==> src/rtl/des_perm_pipe.sv <==
// Elastic valid/ready pipeline that applies the DES final permutation (with half-swap)
// or the initial permutation to each word, carrying a sideband tag and the mode alongside.
module des_perm_pipe #(
    parameter int DEPTH = 2,
    parameter int TAG_W = 4
) (
    input  logic           clk,
    input  logic           rst,
    input  logic           in_valid,
    output logic           in_ready,
    input  logic           in_mode,
    input  logic [32:1]    in_left,
    input  logic [32:1]    in_right,
    input  logic [TAG_W:1] in_tag,
    output logic           out_valid,
    input  logic           out_ready,
    output logic [64:1]    out_data,
    output logic [TAG_W:1] out_tag,
    output logic           out_mode,
    output logic [2:0]     occupancy
);

    // FP source bit for output bit i; IP scatters through the same map in reverse.
    function automatic logic [6:0] src_bit(input int i);
        int r;
        int c;
        int base;
        r = (i - 1) / 8;
        c = (i - 1) % 8;
        case (c)
            0:       base = 40;
            1:       base = 8;
            2:       base = 48;
            3:       base = 16;
            4:       base = 56;
            5:       base = 24;
            6:       base = 64;
            default: base = 32;
        endcase
        return 7'(base - r);
    endfunction

    function automatic logic [64:1] perm_fp(input logic [64:1] w);
        logic [64:1] o;
        o = '0;
        for (int i = 1; i <= 64; i++) begin
            o[7'(i)] = w[src_bit(i)];
        end
        return o;
    endfunction

    function automatic logic [64:1] perm_ip(input logic [64:1] w);
        logic [64:1] o;
        o = '0;
        for (int i = 1; i <= 64; i++) begin
            o[src_bit(i)] = w[7'(i)];
        end
        return o;
    endfunction

    logic [64:1]    word_in;
    logic [64:1]    perm_in;

    logic [64:1]    data_q [DEPTH];
    logic [TAG_W:1] tag_q  [DEPTH];
    logic [DEPTH-1:0] mode_q;
    logic [DEPTH-1:0] v_q;

    logic [64:1]    data_up [DEPTH];
    logic [TAG_W:1] tag_up  [DEPTH];
    logic [DEPTH-1:0] mode_up;
    logic [DEPTH-1:0] v_up;
    logic [DEPTH-1:0] adv;

    // FP mode swaps the halves so that left lands in the low 32 bits before permuting.
    always_comb begin
        word_in = in_mode ? {in_left, in_right} : {in_right, in_left};
        perm_in = in_mode ? perm_ip(word_in) : perm_fp(word_in);
    end

    always_comb begin
        data_up[0] = perm_in;
        tag_up[0]  = in_tag;
        mode_up[0] = in_mode;
        v_up[0]    = in_valid;
        for (int k = 1; k < DEPTH; k++) begin
            data_up[k] = data_q[k-1];
            tag_up[k]  = tag_q[k-1];
            mode_up[k] = mode_q[k-1];
            v_up[k]    = v_q[k-1];
        end
    end

    // A stage may advance when it is empty or its successor advances, so bubbles collapse.
    always_comb begin
        logic a;
        adv = '0;
        a   = !v_q[DEPTH-1] | out_ready;
        adv[DEPTH-1] = a;
        for (int k = DEPTH - 2; k >= 0; k--) begin
            a      = !v_q[k] | a;
            adv[k] = a;
        end
    end

    always_ff @(posedge clk or posedge rst) begin
        if (rst) begin
            v_q    <= '0;
            mode_q <= '0;
            for (int k = 0; k < DEPTH; k++) begin
                data_q[k] <= '0;
                tag_q[k]  <= '0;
            end
        end else begin
            for (int k = 0; k < DEPTH; k++) begin
                if (adv[k]) begin
                    v_q[k] <= v_up[k];
                    if (v_up[k]) begin
                        data_q[k] <= data_up[k];
                        tag_q[k]  <= tag_up[k];
                        mode_q[k] <= mode_up[k];
                    end
                end
            end
        end
    end

    always_comb begin
        occupancy = '0;
        for (int k = 0; k < DEPTH; k++) begin
            occupancy = occupancy + {2'b00, v_q[k]};
        end
    end

    assign in_ready  = adv[0];
    assign out_valid = v_q[DEPTH-1];
    assign out_data  = data_q[DEPTH-1];
    assign out_tag   = tag_q[DEPTH-1];
    assign out_mode  = mode_q[DEPTH-1];

endmodule
==> config.mk <==
export PLATFORM = sky130hd
export DESIGN_NAME = des_perm_pipe
export DESIGN_NICKNAME = d
export VERILOG_FILES = /design/src/rtl/des_perm_pipe.sv
export SDC_FILE = /design/constraint.sdc
export NUM_CORES = 1
export LEC_CHECK = 0
export ABC_AREA = 0
export ABC_CLOCK_PERIOD_IN_PS = 14200
export CAP_MARGIN = 20
export CORE_MARGIN = 3
export CORE_UTILIZATION = 52
export CTS_CLUSTER_DIAMETER = 150
export DETAILED_ROUTE_END_ITERATION = 16
export GPL_TIMING_DRIVEN = 0
export HOLD_SLACK_MARGIN = 0.05
export PLACE_DENSITY = 0.82
export SETUP_SLACK_MARGIN = 0.1
export SYNTH_ARGS = -nofsm -noshare
export SYNTH_HDL_FRONTEND = slang
export SYNTH_SLANG_ARGS = --single-unit
==> constraint.sdc <==
create_clock -name clk -period 14.2 [get_ports clk]
set_input_delay 3.55 -clock clk [delete_from_list [all_inputs] [get_ports clk]]
set_output_delay 3.55 -clock clk [all_outputs]
set_load 0.03 [all_outputs]
---- Yosys cells after proc, flatten, opt, wreduce, memory -nomap -nowiden ----
Index checks and enable logic that the tools add are counted.
cells by class
  $add $sub $neg .......................... 1
  multiply operators ...................... 0
  divide/modulo/power cells ............... 0
  order comparisons ....................... 0
  equality and inequality tests ........... 0
  shifts and indexed selects .............. 0
  muxes and demuxes ....................... 2
  bitwise gates (word level) .............. 2
  reduce and logical (&&, ||, !) cells .... 4
operator list
  cell                                    number
  64-bit 2-to-1 mux                       2
  2-bit AND reduction                     2
  1-bit by 1-bit adder with 2-bit output  1
  1-bit zero test                         2
  1-bit OR                                2
word-level totals
  register bits after elaboration ......... 140
  latch bits .............................. 0
  memory bits (writable) .................. 0
  bits in read-only memories .............. 0
  input port bits ......................... 73
  word-level logic and storage cells ...... 17
  memories ................................ 0

---- Logic depth before layout (Yosys ltp) ----
  word-level depth ........................ 4
  mapped depth ............................ 5
  mapped depth without buffers ............ 3

---- Worst setup path before layout ----
No wires, ideal clock.
  kind .................................... input to output
  from .................................... in out_ready
  to ...................................... out in_ready
  arrival ................................. 4,094 ps
  required time ........................... 10,650 ps
  slack ................................... 6,556 ps
  stages on the path ...................... 3
  path buffers ............................ 2
  cell sequence ........................... nand3b_1 > buf_2 > buf_2
on the way
  cells in the longest elaborated chain, start to end .. 2
ends and longest elaborated chain
  item                RTL line  RTL
  start: declaration  16        input logic out_ready,
  1-bit OR            98        a = !v_q[DEPTH-1] | out_ready;
  1-bit OR            101       a = !v_q[k] | a;
  end: declaration    10        output logic in_ready,
No other way between the ends.

---- Worst setup path in the final report ----
Same ends and word-level chain as after synthesis.

==> results.ini <==
[logic_synthesis]
async_reset_ff_share_pct=100
synthSimpleGateAreaFrac_pct=0.976
synth_nets=598
synth_compound_gate_area_share_pct=10.8
yosys.area_share.adder_pct=0.191
syn_inst=524
synth.avg_cell_area_um2=12.5
ys.warnings.count=0
synth_top_cell_by_area=dfrtp_1
ys_ff_latch=140
yosysMostFrequentCell=dfrtp_1
synthMuxAreaShare_pct=23.0
ys_seq_area_share_pct=53.6
synth_top_family_by_area=multiplexers
syn-cell-area_um2=6540
yosysTopAreaCellShare_pct=53.6
synthTopCellsByArea=dfrtp_1 (54%), mux2_2 (11%), mux2i_1 (9.5%)
synth_ff_type=dfrtp_1
synth-edff-count=0
synthXorXnorAreaFrac_pct=0
ys_types=22
ys_top_cells_by_count=dfrtp_1 (140), buf_4 (76), mux2_2 (65)

[layout]
layout.nets=761
design_area_um2=8830
post-route-util_pct=72.6
syn2layout_area_growth_pct=35.0
drive_above_1_share_pct=29.5
diodes=0

[route]
via_per_inst=5.61
drcViolationCount=0
antenna_left=0
drt_iter0_markers=381
dr.pass1.iters=5
totalWireLength_mm=17.3
vias=4861
routedWlPerCell_um=20.0

[critical_path]
path_class=in -> out
startpoint_type=input port
arrival_ns=5.46
rr_worst_depth=4
r2r-start=v_q[0]$_DFFE_PP0P_
critPathMaxFanout=10
cp-startpoint=out_ready
r2r_slack_ns=12.54
worstSetupEndpointType=output port
r2r-end=data_q[120]$_DFFE_PP0P_
cp.required_ns=10.65

[place]
io_buffers=143
hpwlAfterDp_mm=12.5
place_area_um2=8210
gp_congestion=0.871

[min_path]
hp-class=reg -> reg
holdPathStages=1
hp-start=tag_q[7]$_DFFE_PP0P_
hold_end=tag_q[7]$_DFFE_PP0P_

[power_and_ir_drop]
leakage_nw=3.81
p_per_area_nw_per_um2=165
finalPower_mw=1.46
vdd_drop_max_uv=104

[sta]
grt_setup_unrepaired=false
clock-skew-final_ns=0.00813
fin_tns_setup_ns=0
relSlewSlack_pct=57.6
fmax_mhz=111
fin_crit_ns=9.01
setup_viol=0
worst_pin_slew_ns=0.636
timing.hold.ws_ns=0.502
min_period_over_period_pct=63.4
report.final.slew_viol_count=0
hold_viol=0

[clock_tree]
cts.sinks=140
cts-htree-levels=4
clock-root-buffer=clkbuf_16
clk_path_buf_depth=2
cts_resized=0
tritoncts=yes
path_clk_slew_ns=0.05
cts_hold_buf=0
cts_made_buffers=17
postCtsSetupBuffers=0
insertion_delay_ns=0.42

[floorplanning]
initial_core_util_pct=53.8
ios=147
die_h_um=118
die_x_um=118
dieArea_um2=14000
num_rows=40
core-area_um2=12200

[global_routing]
grt_max_degree=72
grt_pass1_wl_mm=27.4
grt_pass1_vias=5119
antenna_found_initial=0
overflow=0
gr-usage-all-layers_pct=25.2

[job]
cap_violations=0

[run_status]
status=finished, final reports clean

==> power breakdown <==
group	internal (mW)	total [mW]	switching [mW]
Combinational	0.242	0.467	0.224
Clock	0.298	0.461	0.163
Sequential	0.481	0.529	0.0489
==> worst max path at each step <==
stage / endpoint / slack, ns / depth (start not counted)
after CTS: in_ready / 5.20 / 5
after detailed placement: in_ready / 5.22 / 5
after global placement: in_ready / 5.22 / 5
after floorplan: in_ready / 6.56 / 3
final: in_ready / 5.19 / 5
after global routing: in_ready / 5.10 / 5
==> registers in the layout (all words and copies together) (netlist names) <==
register and count:
mode_q 2, tag_q 4, data_q 64, v_q 2, out_tag 4, out_data 64
==> critical path, cell delays in order <==
cell and delay (ns):
clkdlybuf4s50_1 0.49, nand3b_1 0.13, buf_2 0.24, buf_2 0.31, clkdlybuf4s50_1 0.73
==> layer usage <==
layer / global-route usage [%] / part of all wire (%) / vias to the layer above / wire (um)
met5: 0 / 0 / - / 0
met4: 9.45 / 2.9 / 0 / 495
met3: 7.18 / 6.9 / 42 / 1190
met2: 41.1 / 50 / 214 / 8710
met1: 32.0 / 40 / 2449 / 6940
li1: - / - / 2156 / -
==> cell type report <==
type	count	area [um2]
Sequential cell	140	3500
Fill cell	834	3340
Multi-Input combinational cell	272	2290
Timing Repair Buffer	144	1460
Buffer	111	741
Clock buffer	25	505
Tap cell	168	210
Clock inverter	6	108
Inverter	1	8.76
==> through the flow <==
step | instances | setup WS, ns
4_1_cts | 867 | 5.20
6_report | 867 | 5.19
3_5_place_dp | 836 | 5.22
3_3_place_gp | 835 | 5.22
5_1_grt | 867 | 5.10
2_1_floorplan | 524 | 6.56
==> cell usage in the layout (no fill, tap or decap), types with 5 or more instances in the layout <==
cell	synthesis	final
mux2_2	65	65
buf_2	19	19
buf_4	76	76
clkbuf_1	10	13
mux2_4	10	10
mux2i_1	62	62
dfrtp_1	140	140
clkbuf_8	0	5
a31oi_1	62	62
a21oi_1	62	62
clkdlybuf4s50_1	0	143
clkbuf_16	0	17
==> logic make-up after synthesis <==
kind of cell / after synthesis
flip-flops: 140
multiplexers: 137
AO/OA/AOI/OAI: 125
buffers and inverters: 112
AND/OR/NAND/NOR: 8
adder cells (fa/ha/maj): 1
other: 1
No activity file was read; power rests on OpenSTA's default activity.
